--- src/rtl/nibble_serial_adder_ctrl_pkg.sv ---
// Shared types and constants for the nibble-serial adder.
// Latency: n/a (declarations only).
// Backpressure: n/a.
package nibble_add_pkg;

  localparam int NIBBLE_W = 4;

  typedef enum logic [1:0] {
    ST_IDLE = 2'd0,
    ST_RUN  = 2'd1,
    ST_DONE = 2'd2
  } state_t;

  // Nibble index width; a single-nibble build still needs one bit.
  function automatic int idx_width(input int nibbles);
    return (nibbles > 1) ? $clog2(nibbles) : 1;
  endfunction

endpackage

--- src/rtl/nibble_serial_adder_ctrl_if.sv ---
// Request/result bundle between the lab top level and the serial adder.
// Latency: n/a (wires only).
// Backpressure: busy tells the requester that start is currently ignored.
interface nibble_serial_adder_ctrl_if #(
  parameter int WIDTH = 16
);
  logic             start;
  logic             cin;
  logic [WIDTH-1:0] a;
  logic [WIDTH-1:0] b;
  logic             busy;
  logic             done;
  logic [WIDTH-1:0] sum;
  logic             cout;

  modport master (output start, cin, a, b, input busy, done, sum, cout);
  modport slave  (input start, cin, a, b, output busy, done, sum, cout);
endinterface

--- src/rtl/nibble_serial_adder_ctrl_adder.sv ---
// Combinational 4-bit adder with carry-in, reused once per nibble.
// Latency: 0 cycles (pure logic).
// Backpressure: none.
module nibble_adder_cin
  import nibble_add_pkg::*;
(
  input  logic [NIBBLE_W-1:0] a,
  input  logic [NIBBLE_W-1:0] b,
  input  logic                ci,
  output logic [NIBBLE_W-1:0] s,
  output logic                co
);

  // Widen to 5 bits so bit 4 carries the nibble carry-out.
  assign {co, s} = {1'b0, a} + {1'b0, b} + {{NIBBLE_W{1'b0}}, ci};

endmodule

--- src/rtl/nibble_serial_adder_ctrl.sv ---
// Adds two WIDTH-bit operands one nibble per clock through a shared 4-bit adder.
// Latency: done rises NIBBLES+1 cycles after the start cycle; one add per NIBBLES+2 cycles.
// Backpressure: start is only sampled in IDLE; busy is high while it would be ignored.
module nibble_serial_adder_ctrl
  import nibble_add_pkg::*;
#(
  parameter int WIDTH = 16  // multiple of 4, at least 4
) (
  input  logic                       clk,
  input  logic                       rst,
  nibble_serial_adder_ctrl_if.slave  bus
);

  localparam int                 NIBBLES  = WIDTH / NIBBLE_W;
  localparam int                 IDX_W    = idx_width(NIBBLES);
  localparam logic [IDX_W-1:0]   LAST_IDX = IDX_W'(NIBBLES - 1);

  state_t                state_q;
  state_t                state_d;
  logic                  load;
  logic                  step;
  logic [IDX_W-1:0]      idx_q;
  logic                  carry_q;
  logic [WIDTH-1:0]      a_q;
  logic [WIDTH-1:0]      b_q;
  logic [WIDTH-1:0]      sum_q;
  logic                  cout_q;
  logic                  busy_q;
  logic                  done_q;
  logic [NIBBLE_W-1:0]   nib_a;
  logic [NIBBLE_W-1:0]   nib_b;
  logic [NIBBLE_W-1:0]   nib_s;
  logic                  nib_co;

  assign nib_a = a_q[NIBBLE_W*idx_q +: NIBBLE_W];
  assign nib_b = b_q[NIBBLE_W*idx_q +: NIBBLE_W];

  nibble_adder_cin u_adder (
    .a  (nib_a),
    .b  (nib_b),
    .ci (carry_q),
    .s  (nib_s),
    .co (nib_co)
  );

  // Next-state decode: accept in IDLE, walk nibbles in RUN, pulse DONE once.
  always_comb begin
    state_d = state_q;
    load    = 1'b0;
    step    = 1'b0;
    case (state_q)
      ST_IDLE: begin
        if (bus.start) begin
          load    = 1'b1;
          state_d = ST_RUN;
        end
      end
      ST_RUN: begin
        step = 1'b1;
        if (idx_q == LAST_IDX) begin
          state_d = ST_DONE;
        end
      end
      ST_DONE: state_d = ST_IDLE;
      default: state_d = ST_IDLE;
    endcase
  end

  // State plus busy/done flops, loaded from the next state so outputs stay registered.
  always_ff @(posedge clk or posedge rst) begin
    if (rst) begin
      state_q <= ST_IDLE;
      busy_q  <= 1'b0;
      done_q  <= 1'b0;
    end else begin
      state_q <= state_d;
      busy_q  <= (state_d != ST_IDLE);
      done_q  <= (state_d == ST_DONE);
    end
  end

  // Operand capture on accept; one nibble of sum and the ripple carry per RUN cycle.
  always_ff @(posedge clk or posedge rst) begin
    if (rst) begin
      idx_q   <= '0;
      carry_q <= 1'b0;
      a_q     <= '0;
      b_q     <= '0;
      sum_q   <= '0;
      cout_q  <= 1'b0;
    end else if (load) begin
      a_q     <= bus.a;
      b_q     <= bus.b;
      carry_q <= bus.cin;
      idx_q   <= '0;
    end else if (step) begin
      sum_q[NIBBLE_W*idx_q +: NIBBLE_W] <= nib_s;
      carry_q <= nib_co;
      if (idx_q == LAST_IDX) begin
        cout_q <= nib_co;
      end else begin
        idx_q <= idx_q + IDX_W'(1);
      end
    end
  end

  assign bus.busy = busy_q;
  assign bus.done = done_q;
  assign bus.sum  = sum_q;
  assign bus.cout = cout_q;

endmodule

--- src/flat_wrapper.sv ---
// flat-port wrapper written by rule: the top's interface ports become plain ports
module nibble_serial_adder_ctrl_flat import nibble_add_pkg::*;
#(
  parameter int WIDTH = 16                              
)
  (clk, rst, bus_start, bus_cin, bus_a, bus_b, bus_busy, bus_done, bus_sum, bus_cout);
  nibble_serial_adder_ctrl_if #(.WIDTH(WIDTH)) bus_i ();
  input  logic clk;
  input  logic rst;
  input wire logic [$bits(bus_i.start)-1:0] bus_start;
  input wire logic [$bits(bus_i.cin)-1:0] bus_cin;
  input wire logic [$bits(bus_i.a)-1:0] bus_a;
  input wire logic [$bits(bus_i.b)-1:0] bus_b;
  output wire logic [$bits(bus_i.busy)-1:0] bus_busy;
  output wire logic [$bits(bus_i.done)-1:0] bus_done;
  output wire logic [$bits(bus_i.sum)-1:0] bus_sum;
  output wire logic [$bits(bus_i.cout)-1:0] bus_cout;
  assign bus_i.start = bus_start;
  assign bus_i.cin = bus_cin;
  assign bus_i.a = bus_a;
  assign bus_i.b = bus_b;
  assign bus_busy = bus_i.busy;
  assign bus_done = bus_i.done;
  assign bus_sum = bus_i.sum;
  assign bus_cout = bus_i.cout;
  nibble_serial_adder_ctrl #(.WIDTH(WIDTH)) u_core (.clk(clk), .rst(rst), .bus(bus_i));
endmodule
--- config.mk ---
export PLATFORM = sky130hd
export DESIGN_NAME = nibble_serial_adder_ctrl_flat
export DESIGN_NICKNAME = d
export VERILOG_FILES = /design/src/rtl/nibble_serial_adder_ctrl_pkg.sv /design/src/rtl/nibble_serial_adder_ctrl_if.sv /design/src/rtl/nibble_serial_adder_ctrl_adder.sv /design/src/rtl/nibble_serial_adder_ctrl.sv /design/src/flat_wrapper.sv
export SDC_FILE = /design/constraint.sdc
export NUM_CORES = 1
export LEC_CHECK = 0
export CORE_ASPECT_RATIO = 1.4
export CORE_MARGIN = 8
export CORE_UTILIZATION = 51
export DETAILED_ROUTE_END_ITERATION = 10
export GPL_TIMING_DRIVEN = 1
export PLACE_DENSITY = 0.79
export SLEW_MARGIN = 15
export SYNTH_ARGS = -nofsm -noshare
export SYNTH_HDL_FRONTEND = slang
export SYNTH_HIERARCHICAL = 1
export SYNTH_SLANG_ARGS = --single-unit
--- constraint.sdc ---
create_clock -name clk -period 3 [get_ports clk]
set_input_delay 0.3 -clock clk [delete_from_list [all_inputs] [get_ports clk]]
set_output_delay 0.3 -clock clk [all_outputs]
set_load 0.05 [all_outputs]
==> out/metrics.yaml <==
rsz0062_at_grt: "no"
worstMarginPinSlew_ns: 0.693
cts.sinks: 56
grt_pass1_wl_um: 9430
fin_tns_setup_ns: 0
rows: 31
antenna-diode-count: 0
crit_type: "reg2reg"
grt.total_usage: 0.149
synth.net_count: 240
dieWidth_um: 77.8
dr.first_iter.drc_count: 94
cts_tree: "yes"
worstSetupStartpointType: "register"
drive_above_1_share: 0.263
fin_nets: 296
required_ns: 3.20
min_path_type: "in2async"
fin_crit_sh: 0.881
cts_hold_buf: 0
synthArstFlopShare: 1.00
drc: 0
first_pass_iters: 4
grt_max_degree: 57
ant_nets: 0
post-dp-hpwl_um: 4330
coreArea_mm2: 0.00516
io_pins: 55
slew_viol_final: 0
cts_buffer_depth: 2
drv_cap: 0
grt_pass1_vias: 1942
ir_drop_v: 0.000566
portBuffers: 54
via_per_inst: 5.59
htree_levels: 2
arrival_ns: 2.84
powerDensity_mw_per_mm2: 1240
wl_per_cell_um: 17.8
slew_headroom: 0.538
cts_resized: 0
ys.warnings.count: 6
place_congestion: 0.851
grt_antenna_before_repair: 0
fin_skew_ns: 0.00518
synth-main-ff-cell: "dfrtp_1"
clk_pin_slew_ns: 0.10
start_util: 0.528
synth_edf_count: 0
cts_root_buf: "clkbuf_8"
numCtsBuffers: 5
syn2layout_area_growth_pct: 25.1
status: "finished clean"
vias: 1771
die_h_um: 103
whs_ns: 0.487
crit_path_end_kind: "register"
wirelength_um: 5630
leakage_nw: 1.41
hold_viol: 0
critPathMaxFanout: 7
synth-seq-cells: 56
netlist_instances: 194
dieArea_mm2: 0.00797
clock_latency_ns: 0.31
cts_setup_buffers: 0
fmax_mhz: 378
finalSetupViolCount: 0
min_period_ns: 2.64
seq_area_frac_synth: 0.514
avgSynthCellArea_um2: 14.1
gr-total-overflow: 0
synth_cell_type_count: 37
syn_area_mm2: 0.00273
-- cell usage after synthesis, drive strengths merged, types with 2 or more instances --
library cell  instances  area share
fa                    2       0.015
nor3b                 2      0.0096
clkbuf                3      0.0041
ha                    8       0.037
o32ai                12       0.050
mux4                  8       0.066
dfrtp                56        0.51
buf                   7       0.021
o211ai                2      0.0073
nand2                12       0.017
mux2                 33        0.14
or4b                  3       0.012
nand2b                2      0.0073
nand4bb               2      0.0083
nand3                 2      0.0037
inv                  20       0.028
and3b                 4       0.013
xnor2                 2      0.0064
a32o                  4       0.015
-- cells in the final DEF, fill, tap and decap left out, drive strengths merged, types with 2 or more instances in the layout --
master | synthesis | routed
clkbuf | 3 | 6
ha | 8 | 8
nand4bb | 2 | 2
inv | 20 | 20
nand2b | 2 | 2
mux2 | 33 | 33
o32ai | 12 | 12
dfrtp | 56 | 56
nand3 | 2 | 2
clkinv | 0 | 2
xnor2 | 2 | 2
a32o | 4 | 4
fa | 2 | 2
nand2 | 12 | 12
o211ai | 2 | 2
and3b | 4 | 4
or4b | 3 | 3
clkdlybuf4s50 | 0 | 54
nor3b | 2 | 2
buf | 7 | 5
mux4 | 8 | 8
-- where the power goes --
group | switching (mW) | internal (mW)
combinational | 1.36 | 1.10
sequential | 0.257 | 1.10
clock | 0.236 | 0.185
total | 1.85 | 2.38
-- kinds of logic after synthesis --
group,count (synthesis),synth area share
flops,56,0.514
mux,41,0.202
compound gates,24,0.0900
xor+xnor,2,0.00643
simple gates,31,0.0835
fa+ha+maj,10,0.0514
buf+inv,30,0.0523
-- final timing paths --
path	from	to	slack, ns	cells after the start
worst max-delay path	u_core/idx_q[0]	u_core/bus.cout	0.36	8
worst min-delay path	rst	u_core/bus.sum[0]	0.49	3
worst max register to register	u_core/idx_q[0]	u_core/bus.cout	0.36	8
worst min register to register	u_core/bus.sum[9]	u_core/bus.sum[9]	0.51	1
max in group asynchronous	rst	u_core/a_q[0]	2.04	3
min in group clk	u_core/bus.sum[9]	u_core/bus.sum[9]	0.51	1
-- worst max-delay path: stages (launching register included) --
cell and delay (ns):
dfrtp_1 0.54, mux4_2 0.57, fa_1 0.44, inv_1 0.09, fa_1 0.21, nor2b_1 0.05
o21ai_0 0.22, nand2b_1 0.13, mux2_2 0.29
-- through the flow --
step	util	power, mW	instances	worst slack (ns)	area (um2)
2_1_floorplan	-	3.13	194	0.394	2730
6_report	0.661	4.23	317	0.357	3410
3_3_place_gp	0.643	3.74	309	0.417	3320
5_1_grt	0.661	4.50	317	0.171	3410
3_5_place_dp	0.643	3.82	309	0.351	3320
4_1_cts	0.661	4.24	317	0.323	3410
-- metal layers --
| metal | routed length, um | vias up | track usage | part of all wire |
|---|---|---|---|---|
| met4 | 100 | 0 | 0.0612 | 0.018 |
| met5 | 0 | - | 0 | 0 |
| met1 | 2110 | 907 | 0.153 | 0.37 |
| li1 | - | 816 | - | - |
| met3 | 215 | 8 | 0.0358 | 0.038 |
| met2 | 3210 | 40 | 0.282 | 0.57 |
-- flip-flops by register name, indices dropped and copies added (netlist names) --
register         cells
u_core/bus.sum      16
u_core/bus.cout      1
u_core/state_q       2
u_core/bus.busy      1
u_core/bus.done      1
u_core/idx_q         2
u_core/a_q          16
u_core/b_q          16
u_core/carry_q       1
-- area by class of cell --
cell class | count | area, um2
timing repair buffer | 59 | 578
clock inverter | 2 | 10.0
clock buffer | 6 | 82.6
sequential | 56 | 1400
tap | 66 | 82.6
fill | 411 | 1750
inverter | 20 | 75.1
multi-input combinational | 108 | 1180
Power figures use the tool's default switching activity.
